`src/rtl/cpu_types_pkg.sv`:
```
// Shared CPU types: machine word, fetch FSM states and the sequential PC step.
package cpu_types_pkg;

    localparam int unsigned WORD_W = 32;

    typedef logic [WORD_W-1:0] word_t;

    localparam word_t PC_STEP = 32'd4;

    typedef enum logic [1:0] {
        RUN    = 2'd0,
        REDIR  = 2'd1,
        HALTED = 2'd2
    } fetch_state_t;

    // Targets are word aligned; the low two bits are dropped.
    function automatic word_t align_word(input word_t addr);
        return {addr[WORD_W-1:2], 2'b00};
    endfunction

endpackage

```
`src/rtl/fetch_ctrl.sv`:
```
// Instruction fetch controller: PC sequencing, redirect while a read is pending, halt.
// Optional FETCH_CNT_EN adds fetch/wait performance counters.
module fetch_ctrl
    import cpu_types_pkg::*;
#(
    parameter word_t PC_RESET = 32'h00000000
) (
    input  logic  CLK,
    input  logic  nRST,
    input  logic  ihit,
    input  logic  stall,
    input  logic  redirect,
    input  word_t rtarget,
    input  logic  halt,
    output logic  imemREN,
    output word_t imemaddr,
    output word_t pc,
    output word_t npc,
    output logic  PCen,
    output logic  ivalid
`ifdef FETCH_CNT_EN
    ,
    output word_t fetch_cnt,
    output word_t wait_cnt
`endif
);

    fetch_state_t state;
    fetch_state_t state_nxt;
    word_t        tgt_q;
    word_t        tgt_nxt;
    word_t        pc_nxt;
    logic         ivalid_c;

    // Next PC / state / saved target; halt outranks everything else.
    always_comb begin
        state_nxt = state;
        tgt_nxt   = tgt_q;
        pc_nxt    = pc;
        ivalid_c  = 1'b0;
        if (halt) begin
            state_nxt = HALTED;
        end else begin
            case (state)
                RUN: begin
                    if (redirect) begin
                        if (ihit) begin
                            pc_nxt = align_word(rtarget);
                        end else begin
                            // Let the outstanding read finish before moving pc.
                            tgt_nxt   = align_word(rtarget);
                            state_nxt = REDIR;
                        end
                    end else if (ihit && !stall) begin
                        ivalid_c = 1'b1;
                        pc_nxt   = pc + PC_STEP;
                    end
                end
                REDIR: begin
                    if (redirect) begin
                        tgt_nxt = align_word(rtarget);
                    end
                    if (ihit) begin
                        pc_nxt    = redirect ? align_word(rtarget) : tgt_q;
                        state_nxt = RUN;
                    end
                end
                HALTED: begin
                    state_nxt = HALTED;
                end
                default: begin
                    state_nxt = RUN;
                end
            endcase
        end
    end

    always_ff @(posedge CLK or negedge nRST) begin
        if (!nRST) begin
            state <= RUN;
            pc    <= PC_RESET;
            tgt_q <= '0;
        end else begin
            state <= state_nxt;
            pc    <= pc_nxt;
            tgt_q <= tgt_nxt;
        end
    end

    assign imemREN  = (state != HALTED);
    assign imemaddr = pc;
    assign npc      = pc + PC_STEP;
    assign ivalid   = ivalid_c & nRST;
    assign PCen     = (pc_nxt != pc) & nRST;

`ifdef FETCH_CNT_EN
    // Both counters freeze once halted.
    always_ff @(posedge CLK or negedge nRST) begin
        if (!nRST) begin
            fetch_cnt <= '0;
            wait_cnt  <= '0;
        end else if (state != HALTED) begin
            if (ivalid) begin
                fetch_cnt <= fetch_cnt + word_t'(1);
            end
            if (imemREN && !ihit) begin
                wait_cnt <= wait_cnt + word_t'(1);
            end
        end
    end
`endif

endmodule

```
`config.mk`:
```
export PLATFORM = sky130hd
export DESIGN_NAME = fetch_ctrl
export DESIGN_NICKNAME = d
export VERILOG_FILES = /design/src/rtl/cpu_types_pkg.sv /design/src/rtl/fetch_ctrl.sv
export SDC_FILE = /design/constraint.sdc
export NUM_CORES = 1
export LEC_CHECK = 0
export BUFFER_PORTS_ARGS = -buffer_cell sky130_fd_sc_hd__buf_4
export CAP_MARGIN = 20
export CORE_MARGIN = 5
export CORE_UTILIZATION = 25
export CTS_CLUSTER_SIZE = 24
export DETAILED_ROUTE_END_ITERATION = 10
export GPL_TIMING_DRIVEN = 0
export PLACE_DENSITY = 0.48
export SLEW_MARGIN = 5
export SYNTH_ARGS = -nofsm -noshare
export SYNTH_HDL_FRONTEND = slang
export SYNTH_SLANG_ARGS = --single-unit
export TNS_END_PERCENT = 10
```
`constraint.sdc`:
```
create_clock -name CLK -period 2.5 [get_ports CLK]
set_input_delay 0.125 -clock CLK [delete_from_list [all_inputs] [get_ports CLK]]
set_output_delay 0.125 -clock CLK [all_outputs]
set_load 0.02 [all_outputs]
```
==> results of run 1 <==
==> cell type report <==
cell class | instances | area (µm²)
fillers | 2775 | 16500
multi-input cells | 630 | 4760
flip-flops and latches | 66 | 1680
repair buffers | 192 | 1470
plain buffers | 103 | 863
well taps | 335 | 419
clock buffers | 14 | 274
inverters | 22 | 87.6
clock inverters | 2 | 35.0
==> state kept, by name (all words and copies together), names as in the netlist <==
name / flops
imemaddr: 32
tgt_q: 32
state: 2
==> kinds of logic after synthesis <==
group | Yosys count | synth area share (%)
AND/OR/NAND/NOR | 279 | 22.9
AO/OA/AOI/OAI | 245 | 25.0
buffers and inverters | 135 | 10.9
multiplexers | 71 | 11.6
flip-flops | 66 | 24.9
XOR/XNOR | 34 | 4.49
adder cells (fa/ha/maj) | 1 | 0.189
==> worst max-delay path by stage <==
stage / end / slack [ns] / cells past startpoint
global placement: imemaddr[21] / -2.18 / 8
detailed placement: imemaddr[21] / -2.00 / 8
finish: PCen / -1.14 / 12
CTS: PCen / -1.05 / 10
floorplan: PCen / -0.22 / 9
global route: PCen / -1.17 / 11
==> cell usage in the layout, fill, tap and decap left out, types with 7 or more instances in the layout <==
cell	count
xor2_1	7
clkbuf_16	11
clkbuf_2	9
xnor2_1	23
nor2_1	37
nand2b_1	11
mux2i_1	24
dfrtp_1	46
nand3_1	24
buf_2	11
mux2_2	46
clkbuf_1	9
o21ai_0	44
a21oi_1	55
dfrtp_2	20
inv_1	19
and3_1	11
nor4_1	7
nand4_1	20
nand2_1	62
a31oi_1	11
nor3_1	16
buf_4	231
a211oi_1	10
o21ai_1	8
a21o_1	9
buf_6	15
o22ai_1	10
==> where the power goes <==
part	leakage (µW)	switching (µW)	internal [µW]
sequential	0.000838	99.2	1130
combinational	0.00311	620	434
clock	0.000153	536	854
==> timing repair <==
action / 4_1_cts / 5_1_grt
resized for setup: 129 / 61
buffers inserted: 19 / 36
cloned: 0 / 1
endpoints found under the hold margin: 66 / 0
pin swaps: 13 / 21
setup endpoints to repair: 83 / 35
hold buffers: 1 / 0
==> per-layer routing <==
layer / global-route usage [%] / up-vias / part of all wire [%]
met1: 35.5 / 3909 / 43
met5: 0 / - / 0
met3: 6.51 / 99 / 11
met4: 9.63 / 0 / 4.0
met2: 35.9 / 582 / 42
li1: - / 3494 / -
==> per-stage QoR <==
step	hold WS (ns)	instances	total power (µW)	worst slack (ns)
5_1_grt	0.0257	1364	3780	-1.17
6_report	0.0127	1364	3670	-1.14
3_3_place_gp	0.312	1299	2200	-2.18
4_1_cts	0.0122	1331	3620	-1.05
2_1_floorplan	-0.171	831	1720	-0.217
3_5_place_dp	0.320	1301	2190	-2.00
==> worst max-delay path: stages (launching register included) <==
cell and delay [ns]:
dfrtp_2 0.44, and3b_2 0.36, buf_12 0.20, buf_12 0.16
buf_2 0.34, a22oi_1 0.15, o21ai_1 0.32, o22ai_1 0.22
nand3b_1 0.13, o221ai_1 0.19, nor4_2 0.23, a41oi_2 0.20
buf_4 0.21
==> reports/results.tsv, run 1 <==
stage	metric	value	unit
run_status	status	finished, violations left	
run_status	violated checks	negative setup slack	
critical_path	critical setup path kind	reg2out	
clocking	Clock Tree Buf Depth	2	
logic_synthesis	Post-Syn Instances	831	
place	gp weighted congestion	0.989	
clocking	CTS clock-pin slew for the worst setup and hold paths	0.07	ns
sta	Worst Clk Skew	0.0104	ns
final_layout	Area Overhead vs Synth	44.5	%
logic_synthesis	post-synthesis async set-or-reset flop share	100	%
critical_path	Worst Setup Start Kind	flip-flop	
logic_synthesis	Distinct cells, synth	83	
logic_synthesis	post-synth top area share	24.9	%
clocking	CTS H-tree lvls	3	
logic_synthesis	syn_area_per_cell	7.98	µm²
final_layout	ant diodes	0	
routing	via/cell ratio	5.93	
routing	Wirelength per Cell	28.9	µm
logic_synthesis	Post-synth top cells	66 x dfrtp_1, 66 x nand2_1, 62 x a21oi_1	
sta	final slew viol count	0	
critical_path	R2R depth	10	
sta	relative slew slack	39.4	%
global_routing	largest net degree at the start of global routing	68	
floorplan	Initial Utilization	25.5	%
sta	final worst slack	-1.14	ns
logic_synthesis	Mapped Area	6630	µm²
floorplan	core area	26100	µm²
clocking	Clock Latency Late Sink	0.36	ns
global_routing	total gr overflow	0	
clocking	CTS tree	done	
logic_synthesis	register area share after synthesis	24.9	%
floorplan	die area	29900	µm²
critical_path	CP Launch Point	state[1]	
global_routing	all-layer global routing usage	24.9	%
critical_path	Req. time, crit path	2.38	ns
power	Max VDD drop	0.000191	V
logic_synthesis	top cells by area, synth	dfrtp_1 25%, mux2_2 7.8%, a21oi_1 4.7%, buf_4 4.5%, o21ai_0 4.1%	
final_layout	share of post-route cells with drive strength above 1	43.4	%
critical_path	reg2reg end	imemaddr[22]	
routing	router iterations before antenna repair	6	
floorplan	Rows	59	
place	detailed-placement wirelength estimate	29400	µm
sta	RSZ-0062 raised after global routing	true	
run	max cap viols	0	
sta	final period utilization	146	%
sta	Setup Total Neg Slack	-1.92	ns
final_layout	cell area after layout	9580	µm²
place	Port Buffer Count	133	
critical_path	Critical Path Sink Type	primary output	
logic_synthesis	number of synthesis warnings	0	
critical_path	crit-path max FO	10	
power	Leakage	0.00410	µW
sta	fmax	275	MHz
clocking	root buffer cell	clkbuf_16	
routing	DR DRC count	0	
critical_path	CP Data Arrival Time	3.51	ns
global_routing	vias in the first global route	7644	
clocking	total CTS buffers	9	
logic_synthesis	Main synth FF type	dfrtp_1	
final_layout	post-layout util	36.8	%
clocking	clock sink count	66	
critical_path	flop2flop setup slack	-0.09	ns
sta	Final min period	3.64	ns
hold_path	Hold Crit Depth	2	
logic_synthesis	Synth area leader	dfrtp_1	
floorplan	chip width	173	µm
global_routing	initial antenna violation count	1	
sta	Tightest Pin Transition	0.909	ns
logic_synthesis	EDFF count, synth	0	
critical_path	FF-to-FF Start	imemaddr[18]	
hold_path	hold path startpoint	rtarget[27]	
logic_synthesis	synthesized flop and latch total	66	
power	Power Density	383	nW/µm²
hold_path	HP Class	in2reg	
hold_path	worst hold path endpoint	tgt_q[27]	
place	dpl cell area	8220	µm²
sta	setup violators final	11	
logic_synthesis	Syn Nets	870	
routing	DR iter-0 viols	1033	
routing	ANT nets after route	0	
final_layout	nets@finish	1063	
floorplan	Die Ht	173	µm
routing	Vias	8084	
routing	wirelength, routed	39400	µm
floorplan	io pins	137	
global_routing	first-pass GRT wire length	55800	µm
sta	final hold vios	0	
(Power assumes the default switching activity.)
==> run 2: changes to the inputs <==
--- a/config.mk
+++ b/config.mk
@@ -9,10 +9,10 @@
 export CAP_MARGIN = 20
 export CORE_MARGIN = 5
 export CORE_UTILIZATION = 25
+export CTS_BUF_LIST = sky130_fd_sc_hd__clkbuf_8
 export CTS_CLUSTER_SIZE = 24
 export DETAILED_ROUTE_END_ITERATION = 10
 export GPL_TIMING_DRIVEN = 0
-export PLACE_DENSITY = 0.48
 export SLEW_MARGIN = 5
 export SYNTH_ARGS = -nofsm -noshare
 export SYNTH_HDL_FRONTEND = slang
==> run 2 against run 1 <==
The run still ends with negative setup slack left. Sequential share of layout area up 0.11 points. Wire length is 1.9% lower. Sequential power about the same. First-iteration DRC count up 5.7%. Flip-flop and latch count is the same. Power fell by 15%. Clock-buffer cell count decreased by 5. Critical path depth is 1 lower. Critical endpoint unchanged.
==> reports/results.tsv, run 2 (synthesis gave the netlist of run 1 again) <==
stage	metric	value	unit
sta	Fin Hold WS	0.0141	ns
final_layout	Area Overhead vs Synth	43.1	%
clocking	Clock Tree Buf Depth	2	
sta	Worst Clk Skew	0.0145	ns
global_routing	first-pass GRT wire length	55300	µm
power	Leakage	0.00408	µW
sta	final slew viol count	0	
critical_path	Req. time, crit path	2.38	ns
critical_path	CP Launch Point	state[1]	
critical_path	critical setup path kind	reg2out	
sta	RSZ-0062 raised after global routing	true	
critical_path	FF-to-FF Start	state[1]	
run	max cap viols	0	
critical_path	crit-path max FO	10	
sta	Final min period	3.63	ns
place	gp weighted congestion	1.01	
routing	ANT nets after route	0	
sta	fmax	275	MHz
final_layout	share of post-route cells with drive strength above 1	41.8	%
floorplan	die area	29900	µm²
clocking	CTS tree	done	
hold_path	HP Class	in2reg	
place	detailed-placement wirelength estimate	29000	µm
clocking	root buffer cell	clkbuf_8	
critical_path	flop2flop setup slack	-0.34	ns
sta	final worst slack	-1.13	ns
routing	DR DRC count	0	
floorplan	core area	26100	µm²
final_layout	Filler cells	2770	
routing	wirelength, routed	38700	µm
sta	final period utilization	145	%
power	Power Density	328	nW/µm²
global_routing	initial antenna violation count	1	
power	Power, Total	3110	µW
clocking	CTS clock-pin slew for the worst setup and hold paths	0.09	ns
floorplan	chip width	173	µm
final_layout	commonest non-fill, non-tap cell in the layout	buf_4	
place	Port Buffer Count	133	
critical_path	critical path endpoint	PCen	
hold_path	Hold Crit Depth	2	
clocking	CTS H-tree lvls	3	
sta	setup violators final	53	
final_layout	nets@finish	1075	
routing	Wirelength per Cell	28.1	µm
sta	Tightest Pin Transition	0.903	ns
global_routing	all-layer global routing usage	24.4	%
sta	relative slew slack	39.8	%
final_layout	most frequent cells in the layout	223 x buf_4, 64 x nand2_1, 59 x a21oi_1	
routing	Vias	8103	
global_routing	largest net degree at the start of global routing	68	
routing	via/cell ratio	5.89	
floorplan	Die Ht	173	µm
floorplan	io pins	137	
critical_path	R2R depth	8	
sta	final hold vios	0	
power	Max VDD drop	0.000152	V
clocking	Clock Latency Late Sink	0.39	ns
routing	router iterations before antenna repair	6	
floorplan	Initial Utilization	25.5	%
run_status	violated checks	negative setup slack	
routing	DR iter-0 viols	1092	
clocking	total CTS buffers	9	
global_routing	vias in the first global route	7923	
critical_path	Critical Path Sink Type	primary output	
critical_path	reg2reg end	imemaddr[20]	
global_routing	total gr overflow	0	
run_status	status	finished, violations left	
final_layout	ant diodes	0	
clocking	clock sink count	66	
critical_path	Worst Setup Start Kind	flip-flop	
critical_path	CP Data Arrival Time	3.51	ns
floorplan	Rows	59	
-- run 2: cell count changes in the layout (fill, tap and decap cells not counted), moves of 6 or more --
cell / change
clkbuf_16: -11
dlygate4sd3_1: +16
buf_4: -8
buf_2: +6
clkbuf_8: +8
-- run 2: layout make-up --
class,count,area (µm²),share of cell area (%)
clock inverters,7,38.8,0.409
multi-input cells,630,4720,49.7
well taps,335,419,4.42
plain buffers,106,883,9.31
clock buffers,9,124,1.30
inverters,22,85.1,0.896
flip-flops and latches,66,1670,17.6
repair buffers,201,1550,16.4
-- run 2: worst min path at each step --
stage	from	endpoint
finish	rtarget[20]	tgt_q[20]
global route	rtarget[20]	tgt_q[20]
CTS	halt	state[1]
detailed placement	nRST	imemaddr[18]
global placement	nRST	imemaddr[18]
floorplan	nRST	imemaddr[0]
-- run 2: repair_timing --
action	in CTS	in global routing
hold endpoints to repair	82	0
pin swaps	14	22
setup buffers	4	46
setup endpoints to repair	84	68
resized for setup	111	73
hold buffers	17	0
-- run 2: through the flow --
step	cell area [µm²]	TNS [ns]	cells	setup slack, ns	utilization [%]
floorplan	6770	-0.240	831	-0.217	-
global placement	8190	-84.62	1299	-2.03	31.4
detailed placement	8200	-78.61	1300	-1.87	31.5
CTS	8940	-7.38	1334	-1.25	34.3
global route	9490	-10.90	1376	-1.14	36.4
finish	9490	-7.77	1376	-1.13	36.4
-- run 2: power breakdown --
group	internal (µW)	switching [µW]	total, µW
Clock	349	493	842
Combinational	435	621	1060
Sequential	1120	87.8	1210
-- run 2: layer usage --
layer	vias to the layer above	track usage (%)	share of wire (%)
li1	3496	-	-
met1	3887	33.7	41
met2	615	35.5	42
met3	103	5.74	11
met4	2	12.5	5.1
met5	-	0	0.018
-- run 2: worst max-delay path, stage by stage, from the launching register on --
cell	delay [ns]
dfrtp_2	0.43
or2_4	0.18
buf_4	0.21
clkbuf_8	0.24
a2111o_1	0.21
o22ai_1	0.13
nor4_2	0.36
nand4_1	0.19
or4_4	0.59
nor4_4	0.19
a41oi_2	0.19
buf_4	0.19
